$ cat src/rtl/stopwatch_bcd_core_if.sv
// Stopwatch core bus: tick and raw key inputs in, four BCD digits plus status out.
// Latency: none, wires only.
// Backpressure: none; the tick is a strobe and the outputs are levels.
// Defining STOPWATCH_LAP_EN adds the key_lap_n line.
interface stopwatch_bcd_core_if;
  logic       tick;
  logic       key_startstop_n;
  logic       key_clear_n;
`ifdef STOPWATCH_LAP_EN
  logic       key_lap_n;
`endif
  logic [3:0] sec_ones;
  logic [3:0] sec_tens;
  logic [3:0] min_ones;
  logic [3:0] min_tens;
  logic       running;
  logic       rollover;

  // Upstream side: prescaler tick, board keys, display decoders
  modport master (
`ifdef STOPWATCH_LAP_EN
    output key_lap_n,
`endif
    output tick, key_startstop_n, key_clear_n,
    input  sec_ones, sec_tens, min_ones, min_tens, running, rollover
  );

  // Stopwatch core side
  modport slave (
`ifdef STOPWATCH_LAP_EN
    input  key_lap_n,
`endif
    input  tick, key_startstop_n, key_clear_n,
    output sec_ones, sec_tens, min_ones, min_tens, running, rollover
  );
endinterface

$ cat src/rtl/stopwatch_bcd_core.sv
// MM:SS BCD stopwatch with start/pause/clear FSM driven by raw active-low keys.
// Latency: key press -> internal pulse SYNC_STAGES+1 cycles; a counted tick shows the new digits the next cycle.
// Backpressure: none; every tick seen in RUN is counted, keys are sampled every cycle.
// Optional lap/freeze display feature is enabled by defining STOPWATCH_LAP_EN.
module stopwatch_bcd_core #(
  parameter int SYNC_STAGES = 2,   // legal 2..4
  parameter int MIN_LIMIT   = 59   // last minute value before rollover, 1..99
) (
  input  logic                 CLOCK_50,
  input  logic                 resetn,
  stopwatch_bcd_core_if.slave  bus
);

  typedef struct packed {
    logic [3:0] min_tens;
    logic [3:0] min_ones;
    logic [3:0] sec_tens;
    logic [3:0] sec_ones;
  } bcd_time_t;

  typedef enum logic [1:0] {ST_IDLE, ST_RUN, ST_PAUSE} state_t;

  localparam logic [3:0] LIM_TENS = 4'(MIN_LIMIT / 10);
  localparam logic [3:0] LIM_ONES = 4'(MIN_LIMIT % 10);

  // Key slots in the conditioning vectors
  localparam int K_START = 0;
  localparam int K_CLEAR = 1;
`ifdef STOPWATCH_LAP_EN
  localparam int K_LAP   = 2;
  localparam int NKEYS   = 3;
`else
  localparam int NKEYS   = 2;
`endif

  logic [NKEYS-1:0] key_raw;
  logic [NKEYS-1:0] sync_q [SYNC_STAGES];
  logic [NKEYS-1:0] prev_q;
  logic [NKEYS-1:0] press_q;

  state_t    state_q, state_d;
  bcd_time_t cnt_q, cnt_inc, disp;
  logic      zero_cnt;
  logic      count_en;
  logic      at_limit;
  logic      running_q;
  logic      rollover_q;
  logic      start_p, clr_p;

`ifdef STOPWATCH_LAP_EN
  assign key_raw = {bus.key_lap_n, bus.key_clear_n, bus.key_startstop_n};
`else
  assign key_raw = {bus.key_clear_n, bus.key_startstop_n};
`endif

  // Synchronise raw keys (released = 1) and emit one pulse per falling edge of the settled level
  always_ff @(posedge CLOCK_50 or negedge resetn) begin
    if (!resetn) begin
      for (int i = 0; i < SYNC_STAGES; i++) sync_q[i] <= '1;
      prev_q  <= '1;
      press_q <= '0;
    end else begin
      sync_q[0] <= key_raw;
      for (int i = 1; i < SYNC_STAGES; i++) sync_q[i] <= sync_q[i-1];
      prev_q  <= sync_q[SYNC_STAGES-1];
      press_q <= prev_q & ~sync_q[SYNC_STAGES-1];
    end
  end

  assign start_p = press_q[K_START];
  assign clr_p   = press_q[K_CLEAR];

  // FSM state register
  always_ff @(posedge CLOCK_50 or negedge resetn) begin
    if (!resetn) state_q <= ST_IDLE;
    else         state_q <= state_d;
  end

  // Next state: clear beats start when stopped, start beats clear when running
  always_comb begin
    state_d  = state_q;
    zero_cnt = 1'b0;
    case (state_q)
      ST_IDLE: begin
        if (clr_p)        zero_cnt = 1'b1;
        else if (start_p) state_d  = ST_RUN;
      end
      ST_RUN: begin
        if (start_p) state_d = ST_PAUSE;
      end
      ST_PAUSE: begin
        if (clr_p) begin
          state_d  = ST_IDLE;
          zero_cnt = 1'b1;
        end else if (start_p) begin
          state_d  = ST_RUN;
        end
      end
      default: state_d = ST_IDLE;
    endcase
  end

  // Ticks count only against the registered state, so the edge leaving RUN still counts
  // and the edge entering RUN does not.
  assign count_en = (state_q == ST_RUN) && bus.tick;
  assign at_limit = (cnt_q.min_tens == LIM_TENS) && (cnt_q.min_ones == LIM_ONES) &&
                    (cnt_q.sec_tens == 4'd5)     && (cnt_q.sec_ones == 4'd9);

  // BCD increment with carry from seconds into minutes, wrapping to 00:00 at the limit
  always_comb begin
    cnt_inc = cnt_q;
    if (at_limit) begin
      cnt_inc = '0;
    end else if (cnt_q.sec_ones != 4'd9) begin
      cnt_inc.sec_ones = cnt_q.sec_ones + 4'd1;
    end else begin
      cnt_inc.sec_ones = 4'd0;
      if (cnt_q.sec_tens != 4'd5) begin
        cnt_inc.sec_tens = cnt_q.sec_tens + 4'd1;
      end else begin
        cnt_inc.sec_tens = 4'd0;
        if (cnt_q.min_ones != 4'd9) begin
          cnt_inc.min_ones = cnt_q.min_ones + 4'd1;
        end else begin
          cnt_inc.min_ones = 4'd0;
          cnt_inc.min_tens = cnt_q.min_tens + 4'd1;
        end
      end
    end
  end

  // Time count, rollover strobe and registered running flag
  always_ff @(posedge CLOCK_50 or negedge resetn) begin
    if (!resetn) begin
      cnt_q      <= '0;
      running_q  <= 1'b0;
      rollover_q <= 1'b0;
    end else begin
      running_q  <= (state_q == ST_RUN);
      rollover_q <= count_en && at_limit;
      if (zero_cnt)      cnt_q <= '0;
      else if (count_en) cnt_q <= cnt_inc;
    end
  end

`ifdef STOPWATCH_LAP_EN
  logic      frozen_q;
  bcd_time_t lap_q;

  // Lap press while running toggles the display freeze; clearing back to IDLE releases it
  always_ff @(posedge CLOCK_50 or negedge resetn) begin
    if (!resetn) begin
      frozen_q <= 1'b0;
      lap_q    <= '0;
    end else if (zero_cnt) begin
      frozen_q <= 1'b0;
    end else if ((state_q == ST_RUN) && press_q[K_LAP]) begin
      frozen_q <= ~frozen_q;
      lap_q    <= cnt_q;
    end
  end

  assign disp = frozen_q ? lap_q : cnt_q;
`else
  assign disp = cnt_q;
`endif

  assign bus.sec_ones = disp.sec_ones;
  assign bus.sec_tens = disp.sec_tens;
  assign bus.min_ones = disp.min_ones;
  assign bus.min_tens = disp.min_tens;
  assign bus.running  = running_q;
  assign bus.rollover = rollover_q;

endmodule
$ cat src/flat_wrapper.sv
// flat-port wrapper written by rule: the top's interface ports become plain ports
module stopwatch_bcd_core_flat 
#(
  parameter int SYNC_STAGES = 2,                
  parameter int MIN_LIMIT   = 59                                              
)
  (CLOCK_50, resetn, bus_tick, bus_key_startstop_n, bus_key_clear_n, bus_sec_ones, bus_sec_tens, bus_min_ones, bus_min_tens, bus_running, bus_rollover);
  stopwatch_bcd_core_if bus_i ();
  input  logic CLOCK_50;
  input  logic resetn;
  input wire logic [$bits(bus_i.tick)-1:0] bus_tick;
  input wire logic [$bits(bus_i.key_startstop_n)-1:0] bus_key_startstop_n;
  input wire logic [$bits(bus_i.key_clear_n)-1:0] bus_key_clear_n;
  output wire logic [$bits(bus_i.sec_ones)-1:0] bus_sec_ones;
  output wire logic [$bits(bus_i.sec_tens)-1:0] bus_sec_tens;
  output wire logic [$bits(bus_i.min_ones)-1:0] bus_min_ones;
  output wire logic [$bits(bus_i.min_tens)-1:0] bus_min_tens;
  output wire logic [$bits(bus_i.running)-1:0] bus_running;
  output wire logic [$bits(bus_i.rollover)-1:0] bus_rollover;
  assign bus_i.tick = bus_tick;
  assign bus_i.key_startstop_n = bus_key_startstop_n;
  assign bus_i.key_clear_n = bus_key_clear_n;
  assign bus_sec_ones = bus_i.sec_ones;
  assign bus_sec_tens = bus_i.sec_tens;
  assign bus_min_ones = bus_i.min_ones;
  assign bus_min_tens = bus_i.min_tens;
  assign bus_running = bus_i.running;
  assign bus_rollover = bus_i.rollover;
  stopwatch_bcd_core #(.SYNC_STAGES(SYNC_STAGES), .MIN_LIMIT(MIN_LIMIT)) u_core (.CLOCK_50(CLOCK_50), .resetn(resetn), .bus(bus_i));
endmodule
$ cat config.mk
export PLATFORM = sky130hd
export DESIGN_NAME = stopwatch_bcd_core_flat
export DESIGN_NICKNAME = d
export VERILOG_FILES = /design/src/rtl/stopwatch_bcd_core_if.sv /design/src/rtl/stopwatch_bcd_core.sv /design/src/flat_wrapper.sv
export SDC_FILE = /design/constraint.sdc
export NUM_CORES = 1
export LEC_CHECK = 0
export ABC_AREA = 1
export CORE_MARGIN = 1.5
export CORE_UTILIZATION = 56
export CTS_CLUSTER_SIZE = 40
export DETAILED_ROUTE_END_ITERATION = 7
export GPL_TIMING_DRIVEN = 0
export PLACE_DENSITY_LB_ADDON = 0.2
export SLEW_MARGIN = 20
export SYNTH_ARGS = -nofsm -noshare
export SYNTH_HDL_FRONTEND = slang
export SYNTH_SLANG_ARGS = --single-unit
$ cat constraint.sdc
create_clock -name CLOCK_50 -period 2.13 [get_ports CLOCK_50]
set_input_delay 0.426 -clock CLOCK_50 [delete_from_list [all_inputs] [get_ports CLOCK_50]]
set_output_delay 0.426 -clock CLOCK_50 [all_outputs]
set_load 0.02 [all_outputs]
[After elaboration in Yosys (flattened, before gate mapping)]
Index checks and enable logic that the tools add are counted.
Cells by class
  add/subtract/negate cells: 4
  eq/ne operators: 14
  multiplexer cells: 16
  bitwise gates (word level): 2
  reductions and logical operators: 12
Operator list (number)
  2-to-1 mux 16 bit: 3
  adder 4 x 1 -> 4 bit, second input constant: 4
  2-to-1 mux 4 bit: 4
  2-to-1 mux 12 bit: 1
  inequality test 3 x 1 -> 1 bit, second input constant: 3
  == test 4 x 3 -> 1 bit, second input constant: 2
  == test 4 bit, second input constant: 2
  2-to-1 mux 2 bit: 4
  2-to-1 mux 8 bit: 1
  inequality test 4 bit, second input constant: 2
  one-hot mux 2 bit (3 select lines): 1
  logical AND 1 bit: 5
  inequality test 4 x 3 -> 1 bit, second input constant: 1
  AND reduction 2 bit: 2
  AND reduction 4 bit: 1
  AND reduction 3 bit: 1
  AND 2 bit: 1
  == test 2 x 1 -> 1 bit, second input constant: 1
  == test 2 bit, second input constant: 1
  logical NOT 2 bit: 1
  2-to-1 mux 1 bit: 2
  inequality test 2 x 1 -> 1 bit, second input constant: 1
  inequality test 2 bit, second input constant: 1
  NOT 2 bit: 1
  other kinds (2): 2
Word-level totals
  flip-flop bits (word level): 28
  output and inout bits: 18

[Longest topological paths before layout]
Gate-level depths: netlist (run 1).
  word-level depth: 7
  mapped depth: 9
  depth with buffers taken out: 9

[Least setup slack after synthesis (run 1)]
OpenSTA, ideal clock, no wires.
  path kind: register to register
  from: register u_core.cnt_q (netlist bit u_core.bus.min_ones[0])
  to: register u_core.cnt_q (netlist bit u_core.bus.min_tens[0])
  library setup time: 117 ps
  arrival time: 1323 ps
  required time: 2013 ps
  setup slack: 690 ps
  stages on the path, launching flop included: 9
  path buffers: 0
  cells stage by stage: dfrtp_1 ha_1 nand3_1 nand2_1 nand2_2 nor2_4 inv_2 nand2_1 nand2_1
Between the ends
  cells in the longest elaborated chain, start to end: 7
  elaborated cells between the ends (all ways): 12
  those cells by class: eq/ne (5); mux (3); reduce/logical (4)
RTL lines
  start, declared: RTL line stopwatch_bcd_core.sv:42  | bcd_time_t cnt_q, cnt_inc, disp;
  start signal, assigned: RTL line stopwatch_bcd_core.sv:142  | else if (count_en) cnt_q <= cnt_inc;
  == test 4 bit: RTL line stopwatch_bcd_core.sv:106  | assign at_limit = (cnt_q.min_tens == LIM_TENS) && (cnt_q.min_ones == LIM_ONES) &&
  logical AND 1 bit (2 in a row): RTL line stopwatch_bcd_core.sv:106
  logical AND 1 bit: RTL line stopwatch_bcd_core.sv:107  | (cnt_q.sec_tens == 4'd5) && (cnt_q.sec_ones == 4'd9);
  2-to-1 mux 16 bit: RTL line stopwatch_bcd_core.sv:112  | if (at_limit) begin
  2-to-1 mux 16 bit: RTL line stopwatch_bcd_core.sv:142
  2-to-1 mux 16 bit: RTL line stopwatch_bcd_core.sv:141  | if (zero_cnt) cnt_q <= '0;
Parallel ways exist; a longest one is shown, timed or not. The select of a mux whose other input is x is not followed.
A chain may end at the register's enable or synchronous reset.

[Final worst setup path (run 1)]
  from: register u_core.cnt_q (netlist bit u_core.bus.min_ones[0])
  to: output bus_min_ones[0]
RTL lines
  end, declared: RTL line flat_wrapper.sv:16  | output wire logic [$bits(bus_i.min_ones)-1:0] bus_min_ones;
No word-level cell between the ends.

==> summary.md, run 1 <==
| Metric | Value |
|---|---|
| Status | finished, final reports clean |
| Initial core utilization | 0.612 |
| Final setup TNS | 0 ns |
| Die footprint | around 2800 sq um |
| Delay-heaviest family, CP | buffers and inverters |
| Post-synthesis net count | 164 |
| # DRC | 0 |
| Fin area | 1700 sq um |
| PostCTS Resize Cnt | 0 |
| Initial drt markers | 16 |
| Crit path max fanout | 7 |
| Cell breakdown of the critical path | clkdlybuf4s50_1 |
| Root Driver | clkbuf_4 |
| Layout Area Growth over Synthesis | 21.7% |
| Register area share after synthesis | 0.508 |
| DIE WIDTH | around 53 um |
| Min-Delay Path Class | input pin to asynchronous set/reset pin |
| FF+latch count, synth | 28 |
| Post-DP Area | roughly 1600 sq um |
| Post-CTS Hold Fix Bufs | 0 |
| Clock skew | approximately 0.0028 ns |
| Mapped Avg Cell Area | 9.23 sq um |
| Pin count of the biggest net entering global routing | 29 |
| Mapped cell area | 1390 sq um |
| Pre-Repair DR Iteration Count | 4 |
| Core ar. | about 2300 sq um |
| PnR worst setup slack | 0.234 ns |
| First-pass GRT wire length | 4.47 mm |
| Max-Cap Viols | 0 |
| Area contributors post-synth | dfrtp_1, dfstp_2, nand2_1, ha_1, inv_1 |
| Multi-input gate area | 597 sq um |
| Initial antenna violation count | 0 |
| Clock H-tree levels | 1 |
| CP max stage delay | about 0.64 ns |
| Worst slew pin tran | a little over 0.6 ns |
| Final GP Congestion | between 0.7 and 0.8 |
| Gr usage total | 0.222 |
| PD cells | around 1000 nW/um^2 |
| Number of enable flip-flop cells after synthesis | 0 |
| Final period utilization | 0.890 |
| Sequential fraction of design power | 0.440 |
| FFs w/ async S/R, synth | 1.00 |
| Routed len/inst | between 10 and 15 um |
| Synth unique cells | 25 |
| Critical Path Start Type | flip-flop |
| Hold Slack | about 0.080 ns |
| Clock slew at reported path FFs | about 0.16 ns |
| Cells after synthesis | roughly 150 |
| Layout cells sized above 1 | 0.141 |
| Endpoints failing setup | 0 |
| I/O Buffers | 22 |
| Number of global-route vias before repair | 1,070 |
| Most frequent cells after synthesis | nand2_1, dfrtp_1, inv_1 |
| Vias | between 1k and 1.5k |
| Combinational power share | 0.361 |
| Final net count | approximately 190 |
| Vias per cell | between 5 and 6 |
| Pre-CTS setup slack | 0.404 ns |
| Register Area | between 700 and 800 sq um |
| Worst EP arrival | between 1 and 1.5 ns |
| Leakage | just over 0.8 nW |
| N_diodes | 0 |
| Ys Warns | 0 |
| Post-synth top flop | dfrtp_1 |
| GRT overflow | 0 |
| # rows | 17 |
| Routed WL | ~2.6 mm |
| Leading area contributor after synthesis | dfrtp_1 |
| DRT antenna net count | 0 |
| Critical Path Sink Type | output pin |
| Deepest clock path buffer count | 2 |
| WS Path Type | flip-flop to output pin |
| Slew headroom | 0.596 |
| # IOs | 23 |
| Setup bufs post-CTS | 0 |
| Die H | around 53 um |
| CTS tree | yes |
| Crit path required time | between 1.5 and 2 ns |
| Max IR drop VDD | around 0.0007 V |
| CTS Sinks | 28 |
| Clock power share | 0.200 |
| RSZ-0062 raised after global routing | false |
| Placed wire-length estimate | 1.96 mm |
| Top-count cell post-synth | nand2_1 |
| Final hold vios | 0 |
| Synth top area share | 0.395 |
| Switching Share | 0.368 |
| Max-slew violations | 0 |
| Post-route minimum period | ~1.9 ns |
| P_int | around 0.0011 W |
| CP max stage cell | clkdlybuf4s50_1 |
| Clock latency on the worst-skew pair | roughly 0.33 ns |
| FILL cells | around 160 |
| Num CTS Buffers | 3 |
| Worst path bufs/invs | 1 |
| Peak Freq | between 500 and 600 MHz |
| P_sw | roughly 0.00065 W |
-- power by group through the flow --
stage	registers (W)	clock network [W]	logic, W
2_1_floorplan	0.000875	0	0.000269
3_3_place_gp	0.000774	0	0.000612
3_5_place_dp	0.000789	0	0.000643
4_1_cts	0.000778	0.000360	0.000647
5_1_grt	0.000798	0.000374	0.000701
6_report	0.000779	0.000353	0.000639
-- cells by family (layout without fill, tap and decap cells) --
kind of cell | after synthesis | count (layout) | synth area share
compound gates | 13 | 13 | 0.0521
xor+xnor | 4 | 4 | 0.0251
fa+ha+maj | 8 | 8 | 0.0718
buf+inv | 23 | 49 | 0.0637
simple gates | 74 | 74 | 0.272
flops | 28 | 28 | 0.508
mux | 1 | 1 | 0.00718
-- per-layer routing --
metal	track usage	part of all wire	up-vias
met5	0	0	-
met4	0.0769	0.0072	0
met3	0.0339	0.033	4
met2	0.413	0.53	26
met1	0.255	0.43	524
li1	-	-	534
-- flip-flops by register name, indices dropped and copies added (netlist names), 2 cells and up --
signal / flops
u_core.bus.min_ones: 4
u_core.bus.min_tens: 4
u_core.bus.sec_ones: 4
u_core.bus.sec_tens: 4
u_core.press_q: 2
u_core.prev_q: 2
u_core.state_q: 2
u_core.sync_q: 4
-- cells in the final DEF (no fill, tap or decap), types with 2 or more instances in the layout --
cell | Yosys | final
ha_1 | 8 | 8
clkdlybuf4s50_1 | 0 | 21
nor2_1 | 14 | 14
o21ai_0 | 6 | 6
xor2_1 | 4 | 4
inv_1 | 18 | 18
inv_2 | 4 | 4
dfrtp_1 | 22 | 22
o22ai_1 | 2 | 2
clkbuf_4 | 0 | 3
nand3_1 | 13 | 13
nand2_4 | 3 | 3
nand2_1 | 33 | 33
o21ai_1 | 3 | 3
dfstp_2 | 6 | 6
nand4_1 | 4 | 4
-- final timing paths --
| check | start | to | slack, ns | cells after the start |
|---|---|---|---|---|
| max | u_core.bus.min_ones[0] | bus_min_ones[0] | 0.23 | 1 |
| min in group CLOCK_50 | u_core.sync_q[3] | u_core.sync_q[1] | 0.37 | 0 |
| max in group asynchronous | resetn | u_core.bus.min_ones[2] | 1.67 | 1 |
| min | resetn | u_core.bus.min_ones[3] | 0.08 | 1 |
| max reg2reg | u_core.bus.min_ones[1] | u_core.bus.min_tens[2] | 0.61 | 9 |
| min reg2reg | u_core.sync_q[3] | u_core.sync_q[1] | 0.37 | 0 |
-- layout make-up --
class                   count  area share
well taps                  28      0.0206
inverters                  23      0.0524
clock buffers               3      0.0133
flip-flops and latches     28       0.417
repair buffers             22       0.127
multi-input cells         100       0.352
clock inverters             1      0.0177
-- metrics by stage --
stage	cells	util	total power, W
5_1_grt	205	0.745	0.00187
3_3_place_gp	201	0.725	0.00139
4_1_cts	205	0.745	0.00179
6_report	205	0.745	0.00177
2_1_floorplan	151	-	0.00114
3_5_place_dp	201	0.722	0.00143
Note: power is estimated with default switching activity, not from simulation.
==> inputs of run 2 (changes only) <==
--- a/config.mk
+++ b/config.mk
@@ -10,7 +10,9 @@
 export CORE_UTILIZATION = 56
 export CTS_CLUSTER_SIZE = 40
 export DETAILED_ROUTE_END_ITERATION = 7
+export GPL_ROUTABILITY_DRIVEN = 0
 export GPL_TIMING_DRIVEN = 0
+export HOLD_SLACK_MARGIN = 0.15
 export PLACE_DENSITY_LB_ADDON = 0.2
 export SLEW_MARGIN = 20
 export SYNTH_ARGS = -nofsm -noshare
==> summary.md, run 2 (synthesized netlist as in run 1, its figures left out) <==
| Metric | Value |
|---|---|
| Status | finished, final reports clean (unchanged) |
| Die H | 52.9 um (unchanged) |
| Max IR drop VDD | 0.000692 V (was 0.000690 V) |
| Crit path max fanout | 7 (unchanged) |
| CP max stage cell | clkdlybuf4s50_1 (unchanged) |
| Post-route minimum period | 1.90 ns (about the same) |
| GRT overflow | 0 (unchanged) |
| Initial antenna violation count | 0 (unchanged) |
| # IOs | 23 (unchanged) |
| GR peak layer | met2 (unchanged) |
| Routed len/inst | 12.8 um (about the same) |
| Core ar. | 2280 sq um (unchanged) |
| Final period utilization | 0.891 (was 0.890) |
| Root Driver | clkbuf_4 (unchanged) |
| Initial drt markers | 16 (unchanged) |
| Layout Area Growth over Synthesis | 22.4% (was 21.7%) |
| # rows | 17 (unchanged) |
| Grt met2 use | 0.413 (unchanged) |
| Final hold vios | 0 (unchanged) |
| Initial core utilization | 0.612 (unchanged) |
| Endpoints failing setup | 0 (unchanged) |
| Crit path launch | u_core.bus.min_ones[0] (unchanged) |
| Vias per cell | 5.30 (was 5.31) |
| Total power | 0.00177 W (about the same) |
| Worst path bufs/invs | 1 (unchanged) |
| Hold Slack | 0.368 ns (was 0.0798 ns) |
| Clock slew at reported path FFs | 0.16 ns (about the same) |
| Number of global-route vias before repair | 1,070 (unchanged) |
| Cell breakdown of the critical path | clkdlybuf4s50_1 (unchanged) |
| Num CTS Buffers | 3 (unchanged) |
| Most common cell after layout, fill and taps aside | nand2_1 (unchanged) |
| Most frequent cells in the layout | nand2_1, dfrtp_1, clkdlybuf4s50_1, inv_1, nor2_1 (unchanged) |
| Clock H-tree levels | 1 (unchanged) |
| DRT antenna net count | 0 (unchanged) |
| Post-DP Area | 1640 sq um (unchanged) |
| I/O Buffers | 22 (unchanged) |
| Deepest clock path buffer count | 2 (unchanged) |
| WS Path Type | flip-flop to output pin (unchanged) |
| DIE WIDTH | 52.9 um (unchanged) |
| Clock latency on the worst-skew pair | 0.33 ns (about the same) |
| Die footprint | 2800 sq um (unchanged) |
| Vias | 1,092 (was 1,088) |
| Gr usage total | 0.222 (unchanged) |
| Final net count | 192 (was 191) |
| Critical Path Sink Type | output pin (unchanged) |
| Worst slew pin tran | 0.607 ns (was 0.606 ns) |
| Max-slew violations | 0 (unchanged) |
| CTS Sinks | 28 (unchanged) |
| Placed wire-length estimate | 1.96 mm (unchanged) |
| Pin count of the biggest net entering global routing | 29 (unchanged) |
| Peak Freq | 527 MHz (about the same) |
| Critical R2R Launch | u_core.bus.min_ones[1] (unchanged) |
| CP max stage delay | 0.65 ns (was 0.64 ns) |
| RSZ-0062 raised after global routing | false (unchanged) |
| Worst EP arrival | 1.47 ns (about the same) |
| Min-delay src | u_core.sync_q[3] |
| Setup bufs post-CTS | 0 (unchanged) |
| Met1 Resource Use GR | 0.255 (unchanged) |
| N_diodes | 0 (unchanged) |
| Layout cells sized above 1 | 0.140 (was 0.141) |
| Crit path required time | 1.70 ns (about the same) |
| Clock skew | 0.00280 ns (unchanged) |
| Final setup TNS | 0 ns (unchanged) |
| Critical Path Start Type | flip-flop (unchanged) |
| Fin area | 1710 sq um (was 1700 sq um) |
| Leakage | 0.819 nW (was 0.815 nW) |
| Delay-heaviest family, CP | buffers and inverters (unchanged) |
| Slew headroom | 0.595 (was 0.596) |
| Pre-Repair DR Iteration Count | 4 (unchanged) |
| Routed WL | 2.64 mm (was 2.63 mm) |
| # DRC | 0 (unchanged) |
| Routing usage on met3 | 0.0339 (unchanged) |
| CTS tree | yes (unchanged) |
| First-pass GRT wire length | 4.47 mm (unchanged) |
| Min-Delay Path Class | flip-flop to flip-flop (was input pin to asynchronous set/reset pin) |
| PD cells | 1040 nW/um^2 (about the same) |
| Max-Cap Viols | 0 (unchanged) |
## run 2: cell types whose count changed in the layout (fill, tap and decap cells not counted), sizes merged
cell | previous run | this run
dlygate4sd3 | 0 | 1
## run 2: cell type report
type,instances,area [sq um]
Clock buffer,3,22.5
Clock inverter,1,30.0
Fill cell,158,569
Inverter,23,88.8
Multi-Input combinational cell,100,597
Sequential cell,28,708
Tap cell,28,35.0
Timing Repair Buffer,23,225
## run 2: through the flow
stage | instances | worst slack [ns] | util
floorplan | 151 | 0.690 | -
global placement | 201 | 0.233 | 0.725
detailed placement | 201 | 0.404 | 0.722
CTS | 206 | 0.227 | 0.750
global route | 206 | 0.167 | 0.750
finish | 206 | 0.232 | 0.750
## run 2: path summary, 6_finish.rpt
| kind | endpoint | cells past startpoint | slack [ns] |
|---|---|---|---|
| setup / recovery | bus_min_ones[0] | 1 | 0.23 |
| setup reg to reg | u_core.bus.min_tens[2] | 9 | 0.61 |
| max in group asynchronous | u_core.bus.min_ones[2] | 2 | 1.13 |
| min in group asynchronous | u_core.bus.min_ones[3] | 2 | 0.62 |
| hold / removal | u_core.sync_q[1] | 0 | 0.37 |
| hold reg to reg | u_core.sync_q[1] | 0 | 0.37 |
## run 2: power breakdown
part	total [W]	switching (W)	internal, W
Clock	0.000353	0.000163	0.000190
Sequential	0.000779	0.000139	0.000640
Combinational	0.000640	0.000350	0.000290
Total	0.00177	0.000652	0.00112
## run 2: timing repair
item	4_1_cts	5_1_grt
hold buffers	1	0
gates resized for setup	0	0
hold endpoints to repair	22	0
## run 2: routing by layer
| layer | up-vias | share of wire |
|---|---|---|
| li1 | 536 | - |
| met1 | 524 | 0.43 |
| met2 | 28 | 0.53 |
| met3 | 4 | 0.034 |
| met4 | 0 | 0.0072 |
| met5 | - | 0 |
